--- src/rtl/seq_restoring_divider_if.sv ---
// Operand/result bundle for the sequential restoring divider.
// Handshake: start is taken on a rising edge only when the divider is not busy; done pulses for one cycle.
interface seq_restoring_divider_if #(
    parameter int N = 6
) ();
    logic             start;
    logic [2*N-1:0]   dividend;
    logic [N-1:0]     divisor;
    logic             busy;
    logic             done;
    logic [2*N-1:0]   quotient;
    logic [N-1:0]     remainder;
    logic             div_by_zero;

    modport master (
        output start, dividend, divisor,
        input  busy, done, quotient, remainder, div_by_zero
    );

    modport slave (
        input  start, dividend, divisor,
        output busy, done, quotient, remainder, div_by_zero
    );
endinterface

--- src/rtl/seq_restoring_divider.sv ---
// Unsigned restoring divider: 2N-bit dividend / N-bit divisor, one quotient bit per clock.
// Results are architectural registers updated only when an operation completes.
module seq_restoring_divider #(
    parameter int N = 6
) (
    input  logic                  clk,
    input  logic                  rst_n,
    seq_restoring_divider_if.slave bus,
    output logic [1:0]            o_dbg_state
);
    localparam int W2 = 2 * N;
    localparam int CW = $clog2(W2);
    localparam logic [CW-1:0] LAST = CW'(W2 - 1);

    typedef enum logic [1:0] {
        S_IDLE = 2'd0,
        S_BUSY = 2'd1,
        S_DONE = 2'd2
    } state_t;

    state_t          r_state;
    state_t          w_next_state;
    logic [N-1:0]    r_d;
    logic [W2-1:0]   r_q;
    logic [N-1:0]    r_r;
    logic [CW-1:0]   r_cnt;
    logic [W2-1:0]   r_quotient;
    logic [N-1:0]    r_remainder;
    logic            r_dbz;
    logic            w_accept;
    logic            w_zero;
    logic            w_last;
    logic            w_busy;
    logic            w_done;
    logic [N:0]      w_shift_r;
    logic [N:0]      w_t;
    logic [N-1:0]    w_r_next;
    logic [W2-1:0]   w_q_next;

    assign w_accept = bus.start && (r_state != S_BUSY);
    assign w_zero   = (bus.divisor == '0);
    assign w_last   = (r_cnt == LAST);

    // The partial remainder stays below D, so its top bit is always 0 between
    // steps and only N bits are stored; the shifted value needs N+1.
    assign w_shift_r = {r_r, r_q[W2-1]};
    assign w_t       = w_shift_r - {1'b0, r_d};
    assign w_r_next  = w_t[N] ? w_shift_r[N-1:0] : w_t[N-1:0];
    assign w_q_next  = {r_q[W2-2:0], ~w_t[N]};

    always_ff @(posedge clk or negedge rst_n) begin
        if (!rst_n) begin
            r_state <= S_IDLE;
        end else begin
            r_state <= w_next_state;
        end
    end

    always_comb begin
        w_next_state = r_state;
        w_busy       = 1'b0;
        w_done       = 1'b0;
        case (r_state)
            S_IDLE, S_DONE: begin
                w_done = (r_state == S_DONE);
                if (bus.start) begin
                    w_next_state = w_zero ? S_DONE : S_BUSY;
                end else begin
                    w_next_state = S_IDLE;
                end
            end
            S_BUSY: begin
                w_busy = 1'b1;
                if (w_last) begin
                    w_next_state = S_DONE;
                end
            end
            default: w_next_state = S_IDLE;
        endcase
    end

    always_ff @(posedge clk or negedge rst_n) begin
        if (!rst_n) begin
            r_d         <= '0;
            r_q         <= '0;
            r_r         <= '0;
            r_cnt       <= '0;
            r_quotient  <= '0;
            r_remainder <= '0;
            r_dbz       <= 1'b0;
        end else if (w_accept) begin
            r_d   <= bus.divisor;
            r_q   <= bus.dividend;
            r_r   <= '0;
            r_cnt <= '0;
            if (w_zero) begin
                r_quotient  <= '1;
                r_remainder <= '0;
                r_dbz       <= 1'b1;
            end
        end else if (r_state == S_BUSY) begin
            r_q   <= w_q_next;
            r_r   <= w_r_next;
            r_cnt <= r_cnt + CW'(1);
            if (w_last) begin
                r_quotient  <= w_q_next;
                r_remainder <= w_r_next;
                r_dbz       <= 1'b0;
            end
        end
    end

    assign bus.busy        = w_busy;
    assign bus.done        = w_done;
    assign bus.quotient    = r_quotient;
    assign bus.remainder   = r_remainder;
    assign bus.div_by_zero = r_dbz;
    assign o_dbg_state     = r_state;
endmodule

--- src/flat_wrapper.sv ---
// flat-port wrapper written by rule: the top's interface ports become plain ports
module seq_restoring_divider_flat 
#(
    parameter int N = 6
)
  (clk, rst_n, o_dbg_state, bus_start, bus_dividend, bus_divisor, bus_busy, bus_done, bus_quotient, bus_remainder, bus_div_by_zero);
  seq_restoring_divider_if #(.N(N)) bus_i ();
  input  logic clk;
  input  logic rst_n;
  output logic [1:0] o_dbg_state;
  input wire logic [$bits(bus_i.start)-1:0] bus_start;
  input wire logic [$bits(bus_i.dividend)-1:0] bus_dividend;
  input wire logic [$bits(bus_i.divisor)-1:0] bus_divisor;
  output wire logic [$bits(bus_i.busy)-1:0] bus_busy;
  output wire logic [$bits(bus_i.done)-1:0] bus_done;
  output wire logic [$bits(bus_i.quotient)-1:0] bus_quotient;
  output wire logic [$bits(bus_i.remainder)-1:0] bus_remainder;
  output wire logic [$bits(bus_i.div_by_zero)-1:0] bus_div_by_zero;
  assign bus_i.start = bus_start;
  assign bus_i.dividend = bus_dividend;
  assign bus_i.divisor = bus_divisor;
  assign bus_busy = bus_i.busy;
  assign bus_done = bus_i.done;
  assign bus_quotient = bus_i.quotient;
  assign bus_remainder = bus_i.remainder;
  assign bus_div_by_zero = bus_i.div_by_zero;
  seq_restoring_divider #(.N(N)) u_core (.clk(clk), .rst_n(rst_n), .bus(bus_i), .o_dbg_state(o_dbg_state));
endmodule
--- config.mk ---
export PLATFORM = sky130hd
export DESIGN_NAME = seq_restoring_divider_flat
export DESIGN_NICKNAME = d
export VERILOG_FILES = /design/src/rtl/seq_restoring_divider_if.sv /design/src/rtl/seq_restoring_divider.sv /design/src/flat_wrapper.sv
export SDC_FILE = /design/constraint.sdc
export NUM_CORES = 1
export LEC_CHECK = 0
export ABC_CLOCK_PERIOD_IN_PS = 3850
export CAP_MARGIN = 20
export CORE_UTILIZATION = 39
export CTS_BUF_LIST = sky130_fd_sc_hd__clkbuf_4
export DETAILED_ROUTE_END_ITERATION = 6
export GPL_TIMING_DRIVEN = 0
export PLACE_DENSITY_LB_ADDON = 0.12
export SLEW_MARGIN = 15
export SYNTH_ARGS = -nofsm -noshare
export SYNTH_HDL_FRONTEND = slang
export SYNTH_SLANG_ARGS = --single-unit
--- constraint.sdc ---
create_clock -name clk -period 3.85 [get_ports clk]
set_clock_uncertainty 0.05 [all_clocks]
set_input_delay 0.5775 -clock clk [delete_from_list [all_inputs] [get_ports clk]]
set_output_delay 0.5775 -clock clk [all_outputs]
set_load 0.1 [all_outputs]
### After elaboration in Yosys (flattened, before gate mapping)

Cells that the tools add are included.
Widths: inputs -> output; s select.

| storage, ports and cells | value |
|---|---|
| bits in registers | 49 |
| bits of input ports | 21 |
| output and inout port bits | 23 |
| word-level logic and storage cells | 49 |

| operators by class | value |
|---|---|
| add/sub/neg operators | 2 |
| eq/ne operators | 6 |
| muxes and demuxes | 25 |
| bitwise operators | 1 |
| reduce and logical (&&, ||, !) cells | 7 |

Operator list:

| operator | count |
|---|---|
| $mux 12 | 6 |
| $mux 6 | 7 |
| $mux 4 | 2 |
| $sub 7x6->7 | 1 |
| $logic_not 6->1 | 1 |
| $mux 1 | 6 |
| $mux 2 | 3 |
| $add 4x1->4 const B | 1 |
| $eq 4x4->1 const B | 1 |
| $ne 2x1->1 const B | 2 |
| $pmux 2 s2 | 1 |
| $reduce_bool 2->1 | 2 |
| $reduce_and 3->1 | 1 |
| $eq 2x1->1 const B | 1 |
| $eq 2x2->1 const B | 1 |
| $logic_not 2->1 | 1 |
| $ne 2x2->1 const B | 1 |
| $reduce_or 2->1 | 1 |
| $logic_and 1x1->1 | 1 |
| $not 1->1 | 1 |

### Logic depth before layout (Yosys ltp)

Gate-level depths: netlist of the first run.

| logic depth | value |
|---|---|
| word-level depth | 5 |
| gate-level depth with buffers | 8 |
| mapped depth without buffers | 8 |

### Worst setup path before layout of the first run

OpenSTA, ideal clock, no wires.

| timing | value |
|---|---|
| path type | reg-to-output |
| from | register u_core.r_state[1] (netlist: u_core.o_dbg_state[1]) |
| to | output bus_done |
| data arrival time | 2.356 ns |
| required time | 3.222 ns |
| path slack | 0.867 ns |
| cell stages (with the launch flop) | 2 |
| buffers on the path | 0 |
| cell sequence | dfrtp_1 -> nor2b_1 |

| between the ends | value |
|---|---|
| cells in the longest elaborated chain, start to end | 3 |
| elaborated cells on any way between the ends | 4 |
| those cells by class | eq/ne (1); mux (1); reduce/logical (2) |

Ends and longest elaborated chain:

| element | line | source |
|---|---|---|
| from (decl) | seq_restoring_divider.sv:21 | `state_t r_state;` |
| from (signal assigned) | seq_restoring_divider.sv:55 | `r_state <= w_next_state;` |
| $eq 2x2->1 or $logic_not 2->1 (tied branches) | seq_restoring_divider.sv:63, seq_restoring_divider.sv:65 |  |
| $reduce_or 2->1 | seq_restoring_divider.sv:63 | `case (r_state)` |
| $mux 1 (*) | seq_restoring_divider.sv:63 |  |
| to (decl) | flat_wrapper.sv:15 | `output wire logic [$bits(bus_i.done)-1:0] bus_done;` |

Mark *: on every way between the ends. The rest lies on a longest branch, timed or not.

### Worst setup path in the final report of the first run

| timing | value |
|---|---|
| from | register u_core.r_state[1] (netlist: u_core.o_dbg_state[1]) |
| to | output bus_busy |

| between the ends | value |
|---|---|
| cells in the longest elaborated chain, start to end | 2 |

Ends and longest elaborated chain:

| element | line | source |
|---|---|---|
| $eq 2x1->1 | seq_restoring_divider.sv:63 |  |
| $mux 1 | seq_restoring_divider.sv:63 |  |
| to (decl) | flat_wrapper.sv:14 | `output wire logic [$bits(bus_i.busy)-1:0] bus_busy;` |

No other way between the ends.

==> results of run 1 <==
[layout make-up]
| cell class | instances | area (sq um) |
|---|---|---|
| sequential | 49 | 1226 |
| buffer | 10 | 53.80 |
| clock inverter | 2 | 35.03 |
| multi-input combinational | 149 | 1057 |
| tap | 75 | 93.84 |
| clock buffer | 5 | 37.54 |
| inverter | 9 | 33.78 |
| fill | 538 | 2903 |
| timing repair buffer | 44 | 445.4 |
[placed cells by master, fill, tap and decap left out, drive strengths merged, types with 2 or more instances in the layout]
| cell type | count |
|---|---|
| o22a | 11 |
| inv | 9 |
| o21ai | 32 |
| mux2i | 14 |
| buf | 7 |
| nand3 | 3 |
| ha | 7 |
| dfrtp | 49 |
| nor2b | 2 |
| xor2 | 2 |
| a21oi | 5 |
| clkbuf | 10 |
| nand3b | 6 |
| a31oi | 2 |
| clkdlybuf4s50 | 42 |
| nor2 | 7 |
| mux2 | 8 |
| nand2 | 25 |
| nand2b | 6 |
[sequential cells by signal (all words and copies together) (netlist names)]
name and count:
u_core.r_cnt 4, u_core.o_dbg_state 2, u_core.r_d 6, u_core.bus.div_by_zero 1, u_core.r_q 12, u_core.r_r 6
u_core.bus.remainder 6, u_core.bus.quotient 12
[metal layers]
layer / GRT usage (%) / up-vias
li1: - / 875
met3: 4.457 / 2
met4: 4.286 / 0
met1: 26.11 / 827
met2: 25.21 / 34
met5: 0 / -
[through the flow]
stage | hold WS (ns) | utilization [%] | instances | setup WS [ns] | instance area (sq um)
after CTS | 0.1119 | 50.68 | 343 | 0.3175 | 2983
final | 0.1062 | 50.68 | 343 | 0.3371 | 2983
after global placement | 0.4193 | 49.19 | 335 | 0.6304 | 2895
after floorplan | 0.2319 | - | 217 | 0.8668 | 2371
after global routing | 0.1219 | 50.68 | 343 | 0.1955 | 2983
after detailed placement | 0.4251 | 49.45 | 336 | 0.7485 | 2910
[synthesized netlist by cell type, drive strengths merged]
cell	n	area (sq um)
and3b	1	8.760
nor2b	2	12.51
mux2	8	97.59
nand3b	6	45.04
nor3	1	5.000
nor3b	1	7.510
mux2i	14	140.1
a31oi	2	12.51
a21o	1	7.510
nor4	1	6.260
nand2b	6	40.04
or3	1	6.260
a2111oi	1	15.01
xnor2	1	8.760
a211oi	1	7.510
buf	5	35.03
or4	1	8.760
o211ai	1	7.510
or3b	1	8.760
inv	9	33.78
and2	1	6.260
o21ai	32	163.9
nand4	1	6.260
xor2	2	17.52
a311oi	1	26.28
a32oi	1	8.760
nor2	7	26.28
fa	1	20.02
nand2	25	93.84
a41o	1	11.26
ha	7	87.58
dfrtp	49	1226
o21a	1	7.510
clkbuf	5	18.77
o22a	11	96.34
nand3	3	15.01
a21oi	5	25.02
[worst paths after layout]
check	endpoint	slack, ns	depth (start not counted)	startpoint
min reg2reg	u_core.bus.remainder[4]$_DFFE_PN0P_	0.45	2	u_core.bus.remainder[4]$_DFFE_PN0P_
max in group asynchronous	u_core.r_d[4]$_DFFE_PN0P_	3.12	2	rst_n
max reg2reg	u_core.r_r[2]$_DFFE_PN0P_	1.08	8	u_core.r_q[11]$_DFFE_PN0P_
min in group clk	u_core.bus.remainder[4]$_DFFE_PN0P_	0.45	2	u_core.bus.remainder[4]$_DFFE_PN0P_
min	u_core.bus.quotient[11]$_DFFE_PN0P_	0.11	1	rst_n
max	bus_busy	0.34	4	u_core.o_dbg_state[1]$_DFFE_PN0P_
[worst reg2reg max path: stages, from the launching register on]
cell      delay, ns
dfrtp_1        0.37
inv_1          0.06
ha_1           0.21
fa_1           0.41
nand2b_1       0.22
a21o_1         0.21
a311oi_4       0.65
mux2i_1        0.40
o21ai_1        0.09
[logic make-up (layout without fill, tap and decap cells)]
kind of cell | Yosys count | after routing | synth area share, %
xor gates and xnor gates | 3 | 3 | 1.108
adders and majority gates | 8 | 8 | 4.538
muxes | 22 | 22 | 10.03
buffers and inverters | 19 | 70 | 3.694
AOI/OAI and AO/OA | 58 | 58 | 16.41
DFF | 49 | 49 | 51.72
and+or+nand+nor | 58 | 58 | 12.51
==> impl_metrics.json, run 1 <==
{
  "outcome": "finished, final reports clean",
  "drv_cap": 0,
  "insertion_delay_ns": 0.36,
  "ys_seq_elements": 49,
  "synth_area_sq_um": 2371,
  "met2RoutedLength_mm": 2.157,
  "finalCritPeriodShare_pct": 91.24,
  "drive_gt1_share_pct": 9.701,
  "final-setup-viol-count": 0,
  "hold_viol": 0,
  "top_layer_used": "met4",
  "rsz0062_at_grt": "false",
  "die_h_um": 79.97,
  "crit_chain": "nand2b_2 > inv_1 > buf_1 > clkdlybuf4s50_1",
  "cts_setup_buffers": 0,
  "num_vias": 1738,
  "syn_to_final_growth_pct": 25.80,
  "cts_htree_levels": 2,
  "slowest_stage": "clkdlybuf4s50_1",
  "ant_nets": 0,
  "hold_class": "primary input to asynchronous set/reset pin",
  "drtIter0Drc": 105,
  "wl_met3_um": 213,
  "wl_per_cell_um": 14.71,
  "dp_hpwl_mm": 3.770,
  "timing.slew.headroom_pct": 34.22,
  "grt_use_total_pct": 17.54,
  "path_buf_inv": 3,
  "cts_buffers": 5,
  "crit_path_end_kind": "output port",
  "final_net_count": 297,
  "tightest_slew_ns": 0.9837,
  "io_pins": 44,
  "cts_tree": "yes",
  "grt-ovfl-total": 0,
  "required_ns": 3.22,
  "yosysWarningCount": 0,
  "die_w_um": 79.97,
  "worstSetupPathType": "flop to output port",
  "die-area_sq_um": 6395,
  "cp-start-kind": "flop",
  "viasPerCell": 5.067,
  "drc_errors": 0,
  "core-area_sq_um": 5886,
  "worstPathArrival_ns": 2.89,
  "synth.distinct_cells": 43,
  "cts_resized": 0,
  "place.gp.congestion": 0.7417,
  "slowest_delay_ns": 1.24,
  "worst-path-max-fanout": 10,
  "drv_slew": 0,
  "initial_utilization_pct": 40.28,
  "setup_tns_ns": 0,
  "synth_cells": 217,
  "wl_met1_mm": 2.648,
  "holdBufCountCts": 0,
  "grt_pass1_vias": 1694,
  "cts_buffer_depth": 2,
  "port_buffers": 43,
  "grt_first_pass_wirelength_mm": 8.390,
  "rows": 28,
  "dr.pass1.iters": 4,
  "fmax_mhz": 284.7,
  "drt-total-wl_mm": 5.047,
  "clock-sinks": 49,
  "grt_max_degree": 30,
  "antenna_found_initial": 0,
  "fin_crit_ns": 3.513,
  "cts_root_buf": "clkbuf_4",
  "cp_top_family": "buffers and inverters",
  "synth_nets": 246,
  "seq_area_frac_synth_pct": 51.72,
  "num_antenna_cells": 0,
  "clk_pin_slew_ns": 0.14,
  "synth.avg_cell_area_sq_um": 10.93
}
Power of run 1 is not shown: default switching activity piles up to over one toggle a cycle in this logic, so the estimate is an artifact.
==> run 2: changes to the inputs <==
Settings changed: SKIP_LAST_GASP from default to 1.
==> results of run 2 <==
The final DEF is identical to that of run 1; final timing and power are the same.
Power of run 2 is left out for the same reason.
